--- config.mk ---
export PLATFORM = sky130hd
export DESIGN_NAME = display_scan_mux_flat
export DESIGN_NICKNAME = d
export VERILOG_FILES = /design/src/rtl/display_scan_mux_if.sv /design/src/rtl/display_scan_mux.sv /design/src/flat_wrapper.sv
export SDC_FILE = /design/constraint.sdc
export NUM_CORES = 1
export LEC_CHECK = 0
export BUFFER_PORTS_ARGS = -buffer_cell sky130_fd_sc_hd__buf_2
export CAP_MARGIN = 20
export CORE_UTILIZATION = 55
export CTS_CLUSTER_DIAMETER = 30
export CTS_CLUSTER_SIZE = 24
export DETAILED_ROUTE_END_ITERATION = 10
export PLACE_DENSITY = 0.88
export SYNTH_ARGS = -nofsm -noshare
export SYNTH_HDL_FRONTEND = slang
export SYNTH_SLANG_ARGS = --single-unit
--- constraint.sdc ---
create_clock -name clk -period 3.25 [get_ports clk]
set_input_delay 0.325 -clock clk [delete_from_list [all_inputs] [get_ports clk]]
set_output_delay 0.325 -clock clk [all_outputs]
set_load 0.02 [all_outputs]
--- src/rtl/display_scan_mux_if.sv ---
// display_scan_mux_if
//   Bundles the load side and the decoder/anode side of display_scan_mux.
//   Signals:
//     load        : single-cycle strobe; captures value into the pending buffer
//     value       : 4*N_DIGITS-bit hex value; nibble i feeds digit i
//     digit_nib   : nibble for the digit currently enabled
//     blank       : 1 = the currently enabled digit must be dark
//     digit_en    : one-hot active-low digit enables
//     upd_pending : a loaded value is waiting for the next frame boundary
//     frame_done  : one-cycle pulse after the last digit slot of a frame ends
//   Modports:
//     master : producer of load/value, consumer of the display outputs
//     slave  : the scan multiplexer itself
interface display_scan_mux_if #(
  parameter int N_DIGITS = 4
);
  logic                  load;
  logic [4*N_DIGITS-1:0] value;
  logic [3:0]            digit_nib;
  logic                  blank;
  logic [N_DIGITS-1:0]   digit_en;
  logic                  upd_pending;
  logic                  frame_done;

  modport master (
    output load, value,
    input  digit_nib, blank, digit_en, upd_pending, frame_done
  );

  modport slave (
    input  load, value,
    output digit_nib, blank, digit_en, upd_pending, frame_done
  );
endinterface

--- src/rtl/display_scan_mux.sv ---
// display_scan_mux
//   Holds a multi-digit hex value and time-multiplexes one nibble at a time
//   onto a 7-segment decoder, with the matching active-low digit enable and
//   optional leading-zero blanking. Loaded values are double-buffered and only
//   become visible at a frame boundary, so a frame never mixes old and new
//   digits.
//   Ports:
//     clk     : system clock, rising edge
//     reset_n : asynchronous active-low reset
//     bus     : display_scan_mux_if.slave (load/value in, display outputs out)
//   Handshake: load is a fire-and-forget strobe with no ready/backpressure.
//   Every cycle with load=1 is a transfer of value; the last transfer before a
//   frame boundary wins, and a transfer on the boundary cycle itself goes
//   straight into the active buffer.
module display_scan_mux #(
  parameter int N_DIGITS = 4,
  parameter int TICK_DIV = 50000,
  parameter bit BLANK_LZ = 1'b1
) (
  input  logic               clk,
  input  logic               reset_n,
  display_scan_mux_if.slave  bus
);

  localparam int CW = $clog2(TICK_DIV);
  localparam int IW = (N_DIGITS > 1) ? $clog2(N_DIGITS) : 1;
  localparam int VW = 4 * N_DIGITS;

  localparam logic [CW-1:0] CNT_LAST = CW'(TICK_DIV - 1);
  localparam logic [IW-1:0] IDX_LAST = IW'(N_DIGITS - 1);

  logic [CW-1:0]       count_q;
  logic [IW-1:0]       idx_q;
  logic [IW-1:0]       idx_nxt;
  logic [VW-1:0]       active_q;
  logic [VW-1:0]       active_nxt;
  logic [VW-1:0]       pending_q;
  logic                pending_valid_q;
  logic                pending_valid_nxt;
  logic                tick;
  logic                wrap;
  logic [3:0]          nib_nxt;
  logic                blank_nxt;
  logic                upper_nz;
  logic [N_DIGITS-1:0] en_nxt;

  always_comb begin
    tick = (count_q == CNT_LAST);
    wrap = tick && (idx_q == IDX_LAST);
  end

  // Next slot index and buffer state.
  always_comb begin
    idx_nxt           = idx_q;
    active_nxt        = active_q;
    pending_valid_nxt = pending_valid_q;
    if (tick) begin
      idx_nxt = wrap ? '0 : idx_q + IW'(1);
    end
    if (wrap) begin
      // A load landing on the boundary bypasses the pending buffer.
      if (bus.load) begin
        active_nxt = bus.value;
      end else if (pending_valid_q) begin
        active_nxt = pending_q;
      end
      pending_valid_nxt = 1'b0;
    end else if (bus.load) begin
      pending_valid_nxt = 1'b1;
    end
  end

  // Display outputs are computed from the post-edge index and active value so
  // nibble, enable and blank all change together.
  always_comb begin
    nib_nxt          = active_nxt[{idx_nxt, 2'b00} +: 4];
    en_nxt           = '1;
    en_nxt[idx_nxt]  = 1'b0;
    upper_nz         = 1'b0;
    for (int i = 0; i < N_DIGITS; i++) begin
      if ((i >= int'(idx_nxt)) && (active_nxt[4*i +: 4] != 4'h0)) begin
        upper_nz = 1'b1;
      end
    end
    // Digit 0 is never blanked so a zero value still shows a single "0".
    blank_nxt = BLANK_LZ && (idx_nxt != '0) && !upper_nz;
  end

  always_ff @(posedge clk or negedge reset_n) begin
    if (!reset_n) begin
      count_q         <= '0;
      idx_q           <= '0;
      active_q        <= '0;
      pending_q       <= '0;
      pending_valid_q <= 1'b0;
      bus.digit_nib   <= 4'h0;
      bus.blank       <= 1'b0;
      bus.digit_en    <= ~N_DIGITS'(1);
      bus.upd_pending <= 1'b0;
      bus.frame_done  <= 1'b0;
    end else begin
      count_q         <= tick ? '0 : count_q + CW'(1);
      idx_q           <= idx_nxt;
      active_q        <= active_nxt;
      if (bus.load) begin
        pending_q <= bus.value;
      end
      pending_valid_q <= pending_valid_nxt;
      bus.digit_nib   <= nib_nxt;
      bus.blank       <= blank_nxt;
      bus.digit_en    <= en_nxt;
      bus.upd_pending <= pending_valid_nxt;
      bus.frame_done  <= wrap;
    end
  end

endmodule

--- src/flat_wrapper.sv ---
// flat-port wrapper written by rule: the top's interface ports become plain ports
module display_scan_mux_flat 
#(
  parameter int N_DIGITS = 4,
  parameter int TICK_DIV = 50000,
  parameter bit BLANK_LZ = 1'b1
)
  (clk, reset_n, bus_load, bus_value, bus_digit_nib, bus_blank, bus_digit_en, bus_upd_pending, bus_frame_done);
  display_scan_mux_if #(.N_DIGITS(N_DIGITS)) bus_i ();
  input  logic clk;
  input  logic reset_n;
  input wire logic [$bits(bus_i.load)-1:0] bus_load;
  input wire logic [$bits(bus_i.value)-1:0] bus_value;
  output wire logic [$bits(bus_i.digit_nib)-1:0] bus_digit_nib;
  output wire logic [$bits(bus_i.blank)-1:0] bus_blank;
  output wire logic [$bits(bus_i.digit_en)-1:0] bus_digit_en;
  output wire logic [$bits(bus_i.upd_pending)-1:0] bus_upd_pending;
  output wire logic [$bits(bus_i.frame_done)-1:0] bus_frame_done;
  assign bus_i.load = bus_load;
  assign bus_i.value = bus_value;
  assign bus_digit_nib = bus_i.digit_nib;
  assign bus_blank = bus_i.blank;
  assign bus_digit_en = bus_i.digit_en;
  assign bus_upd_pending = bus_i.upd_pending;
  assign bus_frame_done = bus_i.frame_done;
  display_scan_mux #(.N_DIGITS(N_DIGITS), .TICK_DIV(TICK_DIV), .BLANK_LZ(BLANK_LZ)) u_core (.clk(clk), .reset_n(reset_n), .bus(bus_i));
endmodule
* After elaboration in Yosys (flattened, before gate mapping) *
Cells that the tools add are included.

storage, ports and cells
  register bits = 61
  input bits = 19
  output and inout port bits = 11
  logic and storage cells = 47

operators by class
  $add $sub $neg = 2
  magnitude comparators = 5
  equality and inequality tests = 2
  shifts and indexed selects = 1
  muxes and demuxes = 14
  bitwise logic cells = 1
  reductions and logical operators = 13

operators by type and width
  cell                                                  number
  2-to-1 mux 16 bit                                     4
  adder 16 x 1 -> 16 bit (second input constant)        1
  == test 16 bit (second input constant)                1
  nonzero test 4 bit                                    4
  variable part select 16 x 5 -> 4 bit                  1
  2-to-1 mux 1 bit                                      7
  logical AND 1 bit                                     6
  >= comparator 1 x 2 -> 1 bit (first input constant)   2
  2-to-1 mux 2 bit                                      2
  inverter 4 bit                                        1
  nonzero test 2 bit                                    2
  < comparator 2 x 3 -> 1 bit (second input constant)   1
  adder 2 x 1 -> 2 bit (second input constant)          1
  demux 1 bit (select 2 bit)                            1
  == test 2 bit (second input constant)                 1
  >= comparator 2 x 1 -> 1 bit (second input constant)  1
  >= comparator 2 bit (first input constant)            1
  zero test 1 bit                                       1

* Logic depth before layout (Yosys ltp) *
  depth in word-level cells = 12
  gate-level depth with buffers = 9
  gate-level depth less buffers = 8

* Worst setup path before layout *
No wires, ideal clock.

  kind = flip-flop to flip-flop
  start = reg u_core.count_q[11]
  end = reg u_core.bus.blank
  setup time = 0.094 ns
  data arrival time = 2.761 ns
  data required time = 3.156 ns
  path slack = 0.395 ns
  cell stages (with the launch flop) = 7
  period minus slack after synthesis = 2.855 ns
  cells stage by stage = dfrtp_1 > nor4b_4 > nand4_2 > nor2_1 > mux2_2 > or4b_2 > a221oi_2

between the ends
  elaborated cells between the ends (all ways) = 22
  those cells by class = 3 x order compare; 1 x eq/ne; 7 x mux; 11 x reduce/logical

RTL lines
  element                         RTL line                   RTL
  start, declared                 display_scan_mux.sv:32     logic [CW-1:0] count_q;
  start signal, assigned          display_scan_mux.sv:102    count_q <= tick ? '0 : count_q + CW'(1);
  == test 16 bit                  display_scan_mux.sv:48     tick = (count_q == CNT_LAST);
  logical AND 1 bit               display_scan_mux.sv:49     wrap = tick && (idx_q == IDX_LAST);
  2-to-1 mux 16 bit               display_scan_mux.sv:60     if (wrap) begin
  via u_core.active_nxt[9]        display_scan_mux.sv:36     logic [VW-1:0] active_nxt;
  nonzero test 4 bit              display_scan_mux.sv:81     if ((i >= int'(idx_nxt)) && (active_nxt[4*i +: 4] != 4'h0)) begin
  logical AND 1 bit               display_scan_mux.sv:81
  2-to-1 mux 1 bit (2 in series)  display_scan_mux.sv:81
  zero test 1 bit                 display_scan_mux.sv:86     blank_nxt = BLANK_LZ && (idx_nxt != '0) && !upper_nz;
  logical AND 1 bit               display_scan_mux.sv:86
  via u_core.blank_nxt            display_scan_mux.sv:43     logic blank_nxt;
  end signal, assigned            display_scan_mux.sv:110    bus.blank <= blank_nxt;
  end, declared                   display_scan_mux_if.sv:32  output digit_nib, blank, digit_en, upd_pending, frame_done

The timed path passes the listed nets, and every way through them passes these cells.
A chain may end at the register's enable or synchronous reset.

* Worst setup path in the final report *
  start = reg u_core.count_q[0]
  end = reg u_core.bus.blank

The elaborated chain is that of the path after synthesis.

==> results.yml <==
timing:
  tns_ps: 0
  finalSetupViolations: 0
  post-route-period-util_pct: 94.2
  finalWorstPathRequiredPeriod_ps: 3060
  hold_viol: 0
  worstMarginPinSlew_ps: 568
  fmax_mhz: 327
  fin_skew_ps: 9.85
  slew_viol_final: 0
  max_slew_margin_pct: 61.0
  rsz0062_at_grt: "no"
place:
  numPortBuffers: 29
  postPlaceCellArea_sq_um: 2940
  gp_congestion: 0.853
  hpwlAfterDp_microns: 3720
clock_tree:
  cts_buffers: 9
  cts_root_buf: "clkbuf_8"
  cts_tree: "done"
  clkLatencyLatePin_ps: 340
  post_cts_resized: 0
  htree_num_levels: 3
  clock-sinks: 61
  cts.path.max_buffers: 2
  path_clk_slew_ps: 70
die:
  core_sq_um: 4720
  io_pins: 30
  start_util_pct: 57.2
  die_w_microns: 72.1
  chipHeight_microns: 72.1
  rows: 25
  die-area_sq_um: 5200
yosys:
  syn-mean-instance-area_sq_um: 11.3
  synth.area.top_cells: "dfrtp_1 54%, mux2_2 6.3%, nand2_1 3.8%"
  yosysWarnings: 0
  synthFlopType: "dfrtp_1"
  synth_async_sr_flop_share_pct: 100
  ys_seq_elements: 61
  syn_nets: 261
  ys_types: 39
  synth.most_common_cell: "dfrtp_1"
  yosys.area.top_type: "dfrtp_1"
  syn-cell-area_sq_um: 2700
  synth-seq-area-share_pct: 56.6
  synth_edf_count: 0
  synth_cells: 240
  synth_top_area_share_pct: 53.7
  synth_common_cells: "58 x dfrtp_1, 27 x nand2_1, 17 x nor2_1"
power_and_ir_drop:
  peakVddDrop_uv: 287
  pwr_density_cell_nw_per_um2: 497
  power_leakage_nw: 1.51
global_routing:
  overflow: 0
  grt_pass1_vias: 1927
  grt_max_degree: 51
  antenna_found_initial: 0
  grt_first_pass_wirelength_microns: 8940
  grt.total_usage_pct: 23.4
detailed_routing:
  detail_route.wl_per_cell_microns: 15.2
  dr.pass1.iters: 4
  wl_microns: 5340
  vias: 1928
  first_iter_violations: 67
  drc: 0
  ant_nets: 0
  viasPerCell: 5.49
setup_path:
  path_cells: "ha_1, and4_1, nand4_2, nor2_1, mux2_2, or4b_2, a221oi_2"
  start_kind: "register"
  critPathMaxStageDelay_ps: 680
  crit_arrival_ps: 3300
  path_buf_inv: 0
  cp.required_ps: 3490
  crit_path_top_delay_cell: "or4b_2"
  rr_startpoint: "u_core.count_q[0]"
  path_delay_family: "simple AND/OR/NAND/NOR gates"
  end_kind: "register"
  critPathLaunch: "u_core.count_q[0]"
  critPathMaxFanout: 6
  worst-setup-path-type: "register to register"
worst_hold_path:
  hold_class: "input port to register"
  holdCritStartpoint: "bus_value[1]"
run:
  maxCapViolCount: 0
cells_and_area:
  seq_area_sq_um: 1530
  n_fill_cell: 358
  drive_above_1_share_pct: 26.4
  final_cell_area_sq_um: 3170
  insertedDiodeCount: 0
  multi_input_area_sq_um: 1070
  area_growth_pct: 17.3
  nNetsFinal: 300
status:
  status: "complete, no violations"
## path summary, 6_finish.rpt
check                      cells past startpoint  slack, ps                   to
setup / recovery                               7        190     u_core.bus.blank
hold / removal                                 3        210  u_core.pending_q[1]
setup reg to reg                               7        190     u_core.bus.blank
hold reg to reg                                1        490    u_core.count_q[0]
max in group asynchronous                      4       2150      u_core.idx_q[0]
min in group asynchronous                      2        390   u_core.count_q[15]
## state kept, by name, summed over array words and instances (netlist names)
register / cells
u_core.bus.upd_pending: 1
u_core.bus.digit_nib: 4
u_core.count_q: 16
u_core.bus.digit_en: 4
u_core.bus.frame_done: 1
u_core.idx_q: 2
u_core.pending_q: 16
u_core.active_q: 16
u_core.bus.blank: 1
## where the power goes
group	internal, mW	switching (mW)
sequential	0.791	0.0108
combinational	0.0437	0.0590
clock	0.393	0.277
total	1.23	0.346
## timing repair
action | 4_1_cts | 5_1_grt
hold buffers | 0 | 1
buffers inserted | 0 | 0
endpoints found under the hold margin | 0 | 7
## through the flow
step / total power [mW] / worst slack, ps / hold slack (ps) / utilization, % / instances
2_1_floorplan: 0.868 / 395 / 29.4 / - / 240
3_3_place_gp: 0.911 / 440 / 459 / 62.1 / 333
3_5_place_dp: 0.915 / 285 / 486 / 62.1 / 333
4_1_cts: 1.59 / 213 / 196 / 66.4 / 349
5_1_grt: 1.64 / 81.2 / 205 / 67.1 / 351
6_report: 1.57 / 188 / 210 / 67.1 / 351
## worst reg2reg max path: cells and delay by family (launching register included)
family / cells / cell delay, ps
AO/OA/AOI/OAI: 1 / 250
adder cells (fa/ha/maj): 1 / 230
flip-flops: 1 / 390
multiplexers: 1 / 420
AND/OR/NAND/NOR: 4 / 1680
## final cells by class
cell class                 count  area share (%)
clock buffer                  12            4.90
clock inverter                 4            1.50
inverter                      18            2.13
multi-input combinational    153            33.8
sequential                    61            48.3
tap                           67            2.65
timing repair buffer          36            6.71
## cell families after synthesis
family / Yosys count / share of synthesized area, %
and+or+nand+nor: 79 / 15.7
DFF: 61 / 56.6
AOI/OAI and AO/OA: 38 / 10.3
buffers and inverters: 26 / 3.71
muxes: 20 / 8.11
xor gates and xnor gates: 14 / 4.54
adders and majority gates: 2 / 0.926
## per-layer routing
metal  GRT usage [%]  vias up  share of wire (%)
met5               0        -                  0
met4            9.80        0                1.7
met3            9.03        8                4.0
met2            36.6       38                 51
met1            29.2      958                 44
li1                -      924                  -
## placed cells by master (no fill, tap or decap), drive strengths merged, types with 5 or more instances in the layout
cell type   n
nor2       17
mux2i       5
xor2        6
inv        16
buf        35
dfrtp      58
a31oi       8
nand3      12
nand2      27
a32oi       7
mux2       15
clkbuf     12
xnor2       8
o21ai       6
o21a        5
(Power assumes the default switching activity.)
